`config.mk`:
```
export PLATFORM = sky130hd
export DESIGN_NAME = hilo_md_unit
export DESIGN_NICKNAME = d
export VERILOG_FILES = /design/src/rtl/hilo_md_unit.sv
export SDC_FILE = /design/constraint.sdc
export NUM_CORES = 1
export LEC_CHECK = 0
export ABC_AREA = 1
export BUFFER_PORTS_ARGS = -buffer_cell sky130_fd_sc_hd__buf_2
export CORE_MARGIN = 10
export CORE_UTILIZATION = 31
export CTS_CLUSTER_DIAMETER = 100
export DETAILED_ROUTE_END_ITERATION = 6
export GPL_TIMING_DRIVEN = 0
export PLACE_DENSITY_LB_ADDON = 0.15
export SYNTH_ARGS = -nofsm -noshare
export SYNTH_HDL_FRONTEND = slang
export SYNTH_SLANG_ARGS = --single-unit
```
`constraint.sdc`:
```
create_clock -name clk -period 2.75 [get_ports clk]
set_input_delay 0.1375 -clock clk [delete_from_list [all_inputs] [get_ports clk]]
set_output_delay 0.1375 -clock clk [all_outputs]
set_load 0.02 [all_outputs]
```
`src/rtl/hilo_md_unit.sv`:
```
// -----------------------------------------------------------------------------
// hilo_md_unit
//   Multi-cycle multiply/divide sequencer owning the architectural HI/LO
//   registers. A start strobe latches operand magnitudes and runs ITER
//   iterations of shift-add multiply or restoring divide (CALC), then a single
//   FIX cycle applies sign correction and commits HI/LO. Moves and reads are
//   served directly; any strobe presented while busy stalls the pipeline.
//
// Ports
//   clk            core clock, rising edge
//   rst            asynchronous reset, active low
//   mult/multu     start signed/unsigned multiply (rs * rt)
//   div/divu       start signed/unsigned divide   (rs / rt)
//   mthi/mtlo      write rs to HI/LO
//   mfhi/mflo      read HI/LO onto hilo_rdata
//   rs, rt         32-bit operands
//   hilo_rdata     HI on mfhi, LO on mflo, else 0 (combinational)
//   stall          busy and a strobe is present (combinational)
//   busy           an operation is in flight (registered)
//   hi, lo         architectural HI and LO
// -----------------------------------------------------------------------------
module hilo_md_unit #(
   parameter int ITER = 32
) (
   input  logic        clk,
   input  logic        rst,
   input  logic        mult,
   input  logic        multu,
   input  logic        div,
   input  logic        divu,
   input  logic        mthi,
   input  logic        mtlo,
   input  logic        mfhi,
   input  logic        mflo,
   input  logic [31:0] rs,
   input  logic [31:0] rt,
   output logic [31:0] hilo_rdata,
   output logic        stall,
   output logic        busy,
   output logic [31:0] hi,
   output logic [31:0] lo
);

   localparam int CW = $clog2(ITER);

   typedef enum logic [1:0] {S_IDLE, S_CALC, S_FIX} state_t;

   state_t          state_q, state_d;
   logic [CW-1:0]   cnt_q, cnt_d;
   logic [63:0]     acc_q, acc_d;    // mult: {partial, multiplier}; div: {remainder, quotient}
   logic [31:0]     a_q, a_d;        // |rs| (multiplicand or dividend)
   logic [31:0]     b_q, b_d;        // |rt| (multiplier or divisor)
   logic            is_div_q, is_div_d;
   logic            sgn_a_q, sgn_a_d; // only ever set for signed ops
   logic            sgn_b_q, sgn_b_d;
   logic            busy_q, busy_d;
   logic [31:0]     hi_q, hi_d;
   logic [31:0]     lo_q, lo_d;

   // Start decode with mult > multu > div > divu priority.
   logic        start, op_signed, op_div, rs_neg, rt_neg, accept;
   logic [31:0] rs_mag, rt_mag;

   assign start     = mult | multu | div | divu;
   assign op_signed = mult | (~multu & div);
   assign op_div    = ~mult & ~multu & (div | divu);
   assign rs_neg    = op_signed & rs[31];
   assign rt_neg    = op_signed & rt[31];
   assign rs_mag    = rs_neg ? -rs : rs;
   assign rt_mag    = rt_neg ? -rt : rt;
   // FIX also accepts, so a held strobe is taken on the commit edge without a bubble.
   assign accept    = (state_q == S_IDLE) || (state_q == S_FIX);

   // Multiply step: add multiplicand on the LSB of the multiplier, shift right.
   logic [32:0] add_sum;
   logic [63:0] mul_next;
   assign add_sum  = {1'b0, acc_q[63:32]} + (acc_q[0] ? {1'b0, a_q} : 33'd0);
   assign mul_next = {add_sum, acc_q[31:1]};

   // Restoring divide step: shift in next dividend bit, subtract if it fits.
   // The remainder stays below the divisor, so the difference fits in 32 bits.
   logic [32:0] rem_sh;
   logic        fits;
   logic [31:0] diff;
   logic [63:0] div_next;
   assign rem_sh   = {acc_q[63:32], acc_q[31]};
   assign fits     = rem_sh >= {1'b0, b_q};
   assign diff     = rem_sh[31:0] - b_q;
   assign div_next = fits ? {diff, acc_q[30:0], 1'b1} : {rem_sh[31:0], acc_q[30:0], 1'b0};

   logic [63:0] prod_fixed;
   assign prod_fixed = (sgn_a_q ^ sgn_b_q) ? -acc_q : acc_q;

   always_comb begin
      // NOTE: every always_comb target gets a default first; a path that skips an assignment would otherwise infer a latch.
      state_d  = state_q;
      cnt_d    = cnt_q;
      acc_d    = acc_q;
      a_d      = a_q;
      b_d      = b_q;
      is_div_d = is_div_q;
      sgn_a_d  = sgn_a_q;
      sgn_b_d  = sgn_b_q;
      busy_d   = busy_q;
      hi_d     = hi_q;
      lo_d     = lo_q;

      case (state_q)
         S_CALC: begin
            acc_d = is_div_q ? div_next : mul_next;
            cnt_d = cnt_q + 1'b1;
            if (cnt_q == CW'(ITER - 1)) state_d = S_FIX;
         end
         S_FIX: begin
            if (is_div_q) begin
               if (b_q == '0) begin
                  // Divide by zero: rebuild the original rs from its magnitude.
                  lo_d = 32'hFFFF_FFFF;
                  hi_d = sgn_a_q ? -a_q : a_q;
               end else begin
                  lo_d = (sgn_a_q ^ sgn_b_q) ? -acc_q[31:0] : acc_q[31:0];
                  hi_d = sgn_a_q ? -acc_q[63:32] : acc_q[63:32];
               end
            end else begin
               {hi_d, lo_d} = prod_fixed;
            end
            state_d = S_IDLE;
            busy_d  = 1'b0;
         end
         default: ;
      endcase

      // A later move overrides the commit it lands on; a start outranks moves.
      if (accept) begin
         if (start) begin
            a_d      = rs_mag;
            b_d      = rt_mag;
            acc_d    = op_div ? {32'd0, rs_mag} : {32'd0, rt_mag};
            is_div_d = op_div;
            sgn_a_d  = rs_neg;
            sgn_b_d  = rt_neg;
            cnt_d    = '0;
            state_d  = S_CALC;
            busy_d   = 1'b1;
         end else begin
            if (mthi) hi_d = rs;
            if (mtlo) lo_d = rs;
         end
      end
   end

   // NOTE: state registers use non-blocking assignments so every flop samples pre-edge values.
   always_ff @(posedge clk or negedge rst) begin
      if (!rst) begin
         state_q  <= S_IDLE;
         cnt_q    <= '0;
         acc_q    <= '0;
         a_q      <= '0;
         b_q      <= '0;
         is_div_q <= 1'b0;
         sgn_a_q  <= 1'b0;
         sgn_b_q  <= 1'b0;
         busy_q   <= 1'b0;
         hi_q     <= '0;
         lo_q     <= '0;
      end else begin
         state_q  <= state_d;
         cnt_q    <= cnt_d;
         acc_q    <= acc_d;
         a_q      <= a_d;
         b_q      <= b_d;
         is_div_q <= is_div_d;
         sgn_a_q  <= sgn_a_d;
         sgn_b_q  <= sgn_b_d;
         busy_q   <= busy_d;
         hi_q     <= hi_d;
         lo_q     <= lo_d;
      end
   end

   assign busy       = busy_q;
   assign hi         = hi_q;
   assign lo         = lo_q;
   assign stall      = busy_q & (start | mthi | mtlo | mfhi | mflo);
   assign hilo_rdata = mfhi ? hi_q : (mflo ? lo_q : 32'd0);

endmodule

```
# Word level (Yosys, flattened, before mapping)
# Index checks and enable logic that the tools add are counted.
# classes
mux	37
eq_ne	3
magnitude_cmp	1
n_mul	0
n_reduce_logical	4
addsub	9
div	0
bitwise_logic	18
n_shift	0
# ops
cell	count
$mux W32	21
$mux W64	6
$neg A32 Y32	5
$neg A64 Y64	1
$add A32 B32 Y33	1
$ge A33 B32 Y1	1
$logic_not A32 Y1	1
$sub A32 B32 Y32	1
$mux W5	3
$or A1 B1 Y1	9
$and A1 B1 Y1	6
$mux W2	3
$add A5 B1 Y5 const B	1
$eq A5 B5 Y1 const B	1
$pmux W2 S2	1
$mux W1	3
$eq A2 B1 Y1 const B	1
$eq A2 B2 Y1 const B	1
$logic_not A2 Y1	1
$not A1 Y1	2
$reduce_and A2 Y1	1
$logic_or A1 B1 Y1	1
$xor A1 B1 Y1	1
# totals
latchBits	0
ram_bits	0
register_bits	203
n_memories	0
input_bits	74
romBits	0
elab_cells	83

# Depth between registers and ports, before layout
# depth
ltp_word	8
mapped_depth	19
depth_no_buf	18

# Worst setup path before layout
# No wires, ideal clock.
# synth_timing
path_type	register to register
start	register acc_q[31]
end	register acc_q[46]
period_less_slack_ns	2.265
n_path_buf	0
required_ns	2.633
arrival_time_ns	2.148
path_stages_with_launch	16
setup_slack_ns	0.485
setup_time_ns	0.117
cell_sequence	dfrtp_1 inv_1 ha_1 inv_1 fa_1 nand2_1 nand2_1 nand3_1 nand2_1 nand2_1 nand3_1 or2_2 nand4_1 nand3_1 o21ai_1 inv_1
# synth_via
elab_chain_len	6
elab_cells_between_ends	7
# synth_lines
element	line	source
start, declared	50	logic [63:0] acc_q, acc_d;
start signal, assigned	157	acc_q <= '0;
start signal, assigned	169	acc_q <= acc_d;
$sub A32 B32 Y32 or $ge A33 B32 Y1 (tied branches)	88, 87	
$mux W64 (*)	89	assign div_next = fits ? {diff, acc_q[30:0], 1'b1} : {rem_sh[31:0], acc_q[30:0], 1'b0};
$mux W64 (*)	110	acc_d = is_div_q ? div_next : mul_next;
$mux W64 (*)	108	case (state_q)
$mux W64	135	if (start) begin
$mux W64 (*)	134	if (accept) begin
via acc_d[46]	50	
# Mark *: on every way through the listed nets, which the timed path passes. The rest lies on a longest branch.
# A chain may end at the register's enable or synchronous reset.

# Worst setup path after layout
# layout_timing
start	register acc_q[42]
end	register acc_q[46]
# layout_via
elab_chain_len	6
elab_cells_between_ends	8
# layout_lines
element	line
$sub A32 B32 Y32 or $ge A33 B32 Y1 (tied branches)	88, 87
$mux W64	89
$mux W64 (*)	110
$mux W64 (*)	108
$mux W64	135
$mux W64 (*)	134
via acc_d[46]	50
# Marked as above.

==> results.cfg <==
[setup_path]
crit_type = flip-flop to flip-flop
r2r_start = acc_q[42]
ff2ff_setup_slack_ps = -7
cp.required_ps = 3290
crit_path_end_kind = flip-flop
timing.rr.end = acc_q[46]
slowest_stage = dfrtp_1
cp_slowest_stage_delay_ps = 540
path_cells = ha_2 -> nand2_1 -> nor2_1 -> nand2_1 -> nor2_4 -> nand3b_1 -> nand2_2 -> nor2_4 -> nand2_8 -> buf_8 -> nand4_1 -> nand3_2 -> o21ai_1 -> inv_1
start_kind = flip-flop
ff2ff_path_depth = 14
critPathMaxFanout = 10
crit_arrival_ps = 3300

[drt]
final_antenna_net_count = 0
drtIter0Drc = 2922
first_pass_iters = 6
vias = 26400
drt-vias-per-instance = 5.33
drt_wl_total_um = 124000
post_drt_wl_per_cell_um = 25.1
drc_errors = 0

[outcome]
violations = setup timing
status = finished, violations left

[timing]
relSlewSlack_pct = 6.46
hold_viol = 0
fin_ws_ps = -7.33
worst_slew_pin_slew_ps = 1390
fin_crit_ps = 2760
post-route-period-util_pct = 100
fmax_mhz = 363
rsz0062_at_grt = true
finClkSkew_ps = 25.5
setup_violations = 1
drv_slew = 0

[synthesis]
netlist.top_cell.by_area = dfrtp_1
ys_ff_latch = 203
synth_commonest_cells = nand2_1 (1,147), inv_1 (456), nor2_1 (448)
yosys-top-cells-area = dfrtp_1 (23%), nand2_1 (20%), inv_1 (7.9%)
synth.most_common_cell = nand2_1
synth_cell_types = 57
netlist_area_um2 = 21700
syn-num-nets = 3869
synth_cells = 3719
ys_warn_count = 0
synth.yosys.seq_area_share_pct = 23.4
synth_enable_flop_cells = 0
synthArstFlopShare_pct = 100
synthFlopType = dfrtp_1
netlist.area_leader.share_pct = 23.4
avgSynthCellArea_um2 = 5.84

[floorplan]
dieArea_um2 = 81100
ios = 172
core-area_um2 = 69800
initial_core_util_pct = 31.1
die_h_um = 285
die_w_um = 285
num_rows = 97

[clock_network]
cts_tree = yes
htreeDepth = 1
clk_path_buf_depth = 3
clock-sinks = 203
cts-root-buf = clkbuf_16
clk-insertion-delay-late_ps = 610
cts_buffers = 29
clk_pin_slew_ps = 60

[power]
ir_worst_vdd_v = 0.000666
combPwrFrac_pct = 70.8
switching_share_pct = 59.8
p_clk_share_pct = 10.2
p_int_mw = 14.8
power_frac_seq_pct = 19.0
power_leakage_nw = 12.7
p_per_area_nw_per_um2 = 1390
p_switching_mw = 21.9

[grt]
grt_usage_pct = 29.3
grt_max_degree = 100
antenna_found_initial = 3
grt.overflow.total = 0
grt_pass1_wl_um = 177000
first_global_vias = 24900

[placement]
dp_hpwl_um = 103000
dp_slack_ps = -665
place.port_buffers = 171
postPlaceCellArea_um2 = 23800
gp_congestion = 1.02

[final_layout]
multi_input_area_um2 = 15000
n_fill_cell = 7882
regArea_um2 = 5110
nNetsFinal = 4145
final_area_um2 = 26400
final_layout_size_suffix_gt1_share_pct = 14.7
area_growth_pct = 21.4

[min_path]
hold_path.class = input pin to async pin

[flow_run]
cap_violations = 0
-- metal layers --
metal	share of wire [%]	vias up	track usage (%)
met3	8.9	221	5.93
met4	4.9	2	12.2
met5	0.010	-	0
li1	-	12500	-
met2	43	1226	44.5
met1	44	12400	39.8
-- how the worst max path moves through the flow --
stage / startpoint / endpoint / slack, ps / depth (start not counted)
2_1_floorplan: acc_q[31] / acc_q[46] / 480 / 15
3_3_place_gp: rst / acc_q[60] / -2380 / 1
3_5_place_dp: acc_q[0] / hi[28] / -670 / 13
4_1_cts: b_q[5] / hi[31] / -10 / 13
5_1_grt: acc_q[54] / hi[31] / -50 / 15
6_report: acc_q[42] / acc_q[46] / -7 / 14
-- flip-flops by register name (all words and copies together) (netlist names) --
name and count:
a_q 32, acc_q 64, busy 1, is_div_q 1
sgn_a_q 1, cnt_q 5, hi 32, lo 32
state_q 2, b_q 32, sgn_b_q 1
-- layout make-up --
type | instances | share of cell area [%]
well taps | 940 | 4.46
plain buffers | 142 | 2.82
clock inverters | 15 | 0.493
diodes | 1 | 0.00949
flip-flops and latches | 203 | 19.4
repair buffers | 245 | 6.08
inverters | 475 | 6.83
clock buffers | 36 | 3.00
multi-input cells | 2899 | 56.9
-- power by group through the flow --
| stage | clock (mW) | combinational (mW) | sequential, mW |
|---|---|---|---|
| 2_1_floorplan | 0 | 15.2 | 6.11 |
| 6_report | 3.73 | 26.0 | 6.96 |
| 3_5_place_dp | 0 | 23.7 | 6.80 |
| 5_1_grt | 3.87 | 28.1 | 7.02 |
| 3_3_place_gp | 0 | 23.7 | 6.81 |
| 4_1_cts | 3.75 | 24.2 | 6.77 |
-- per-stage QoR --
step                      total power [mW]  util (%)  setup TNS [ps]  cells  hold WS [ps]
final                                 36.7      37.8           -7.33   4956          9.37
after detailed placement              30.5      34.1          -34600   4832          34.7
after global placement                30.6      34.0         -507700   4830           422
after floorplan                       21.3         -               0   3719          -158
after CTS                             34.8      36.6           -9.60   4936         0.891
after global routing                  39.0      37.8            -253   4955          46.8
-- critical path: cells and delay by family, from the launching register on --
kind                       cells  cell delay [ps]
and+or+nand+nor               10             1370
adders and majority gates      1              480
buffers and inverters          2              230
AOI/OAI and AO/OA              1               70
DFF                            1              540
-- placed cells by master, fill, tap and decap left out, types with 17 or more instances in the layout --
| cell | Yosys | layout |
|---|---|---|
| buf_2 | 37 | 204 |
| nand3_2 | 17 | 24 |
| xor2_1 | 84 | 79 |
| o21ai_0 | 234 | 222 |
| nand4_1 | 44 | 44 |
| nand3_1 | 335 | 327 |
| nand2_1 | 1147 | 1116 |
| nand3b_1 | 17 | 17 |
| ha_4 | 0 | 26 |
| inv_1 | 456 | 450 |
| buf_4 | 3 | 29 |
| inv_2 | 15 | 17 |
| a22oi_1 | 18 | 18 |
| ha_1 | 74 | 28 |
| clkbuf_16 | 0 | 29 |
| ha_2 | 0 | 20 |
| nor2_1 | 448 | 425 |
| o22ai_1 | 19 | 19 |
| nand2_2 | 14 | 37 |
| dlygate4sd3_1 | 0 | 47 |
| o21ai_1 | 21 | 30 |
| clkbuf_1 | 78 | 69 |
| nor3_1 | 37 | 32 |
| a21oi_1 | 218 | 201 |
| a21oi_2 | 11 | 27 |
| o211ai_1 | 23 | 23 |
| dfrtp_1 | 203 | 185 |
| nor2_2 | 22 | 36 |
-- logic make-up (layout without fill, tap and decap cells) --
group / after synthesis / after routing / synth area share [%]
AND/OR/NAND/NOR: 2124 / 2124 / 41.5
buffers and inverters: 617 / 913 / 11.4
AO/OA/AOI/OAI: 608 / 608 / 15.6
flip-flops: 203 / 203 / 23.4
XOR/XNOR: 91 / 91 / 3.67
adder cells (fa/ha/maj): 76 / 76 / 4.45
other: 0 / 1 / 0
-- timing repair --
action / in CTS / in global routing
endpoints found under the hold margin: 223 / 0
pin swaps: 10 / 20
endpoints found under the setup margin: 148 / 90
hold buffers: 47 / 0
buffers inserted: 6 / 19
gates resized for setup: 93 / 165
(Power assumes the default switching activity.)
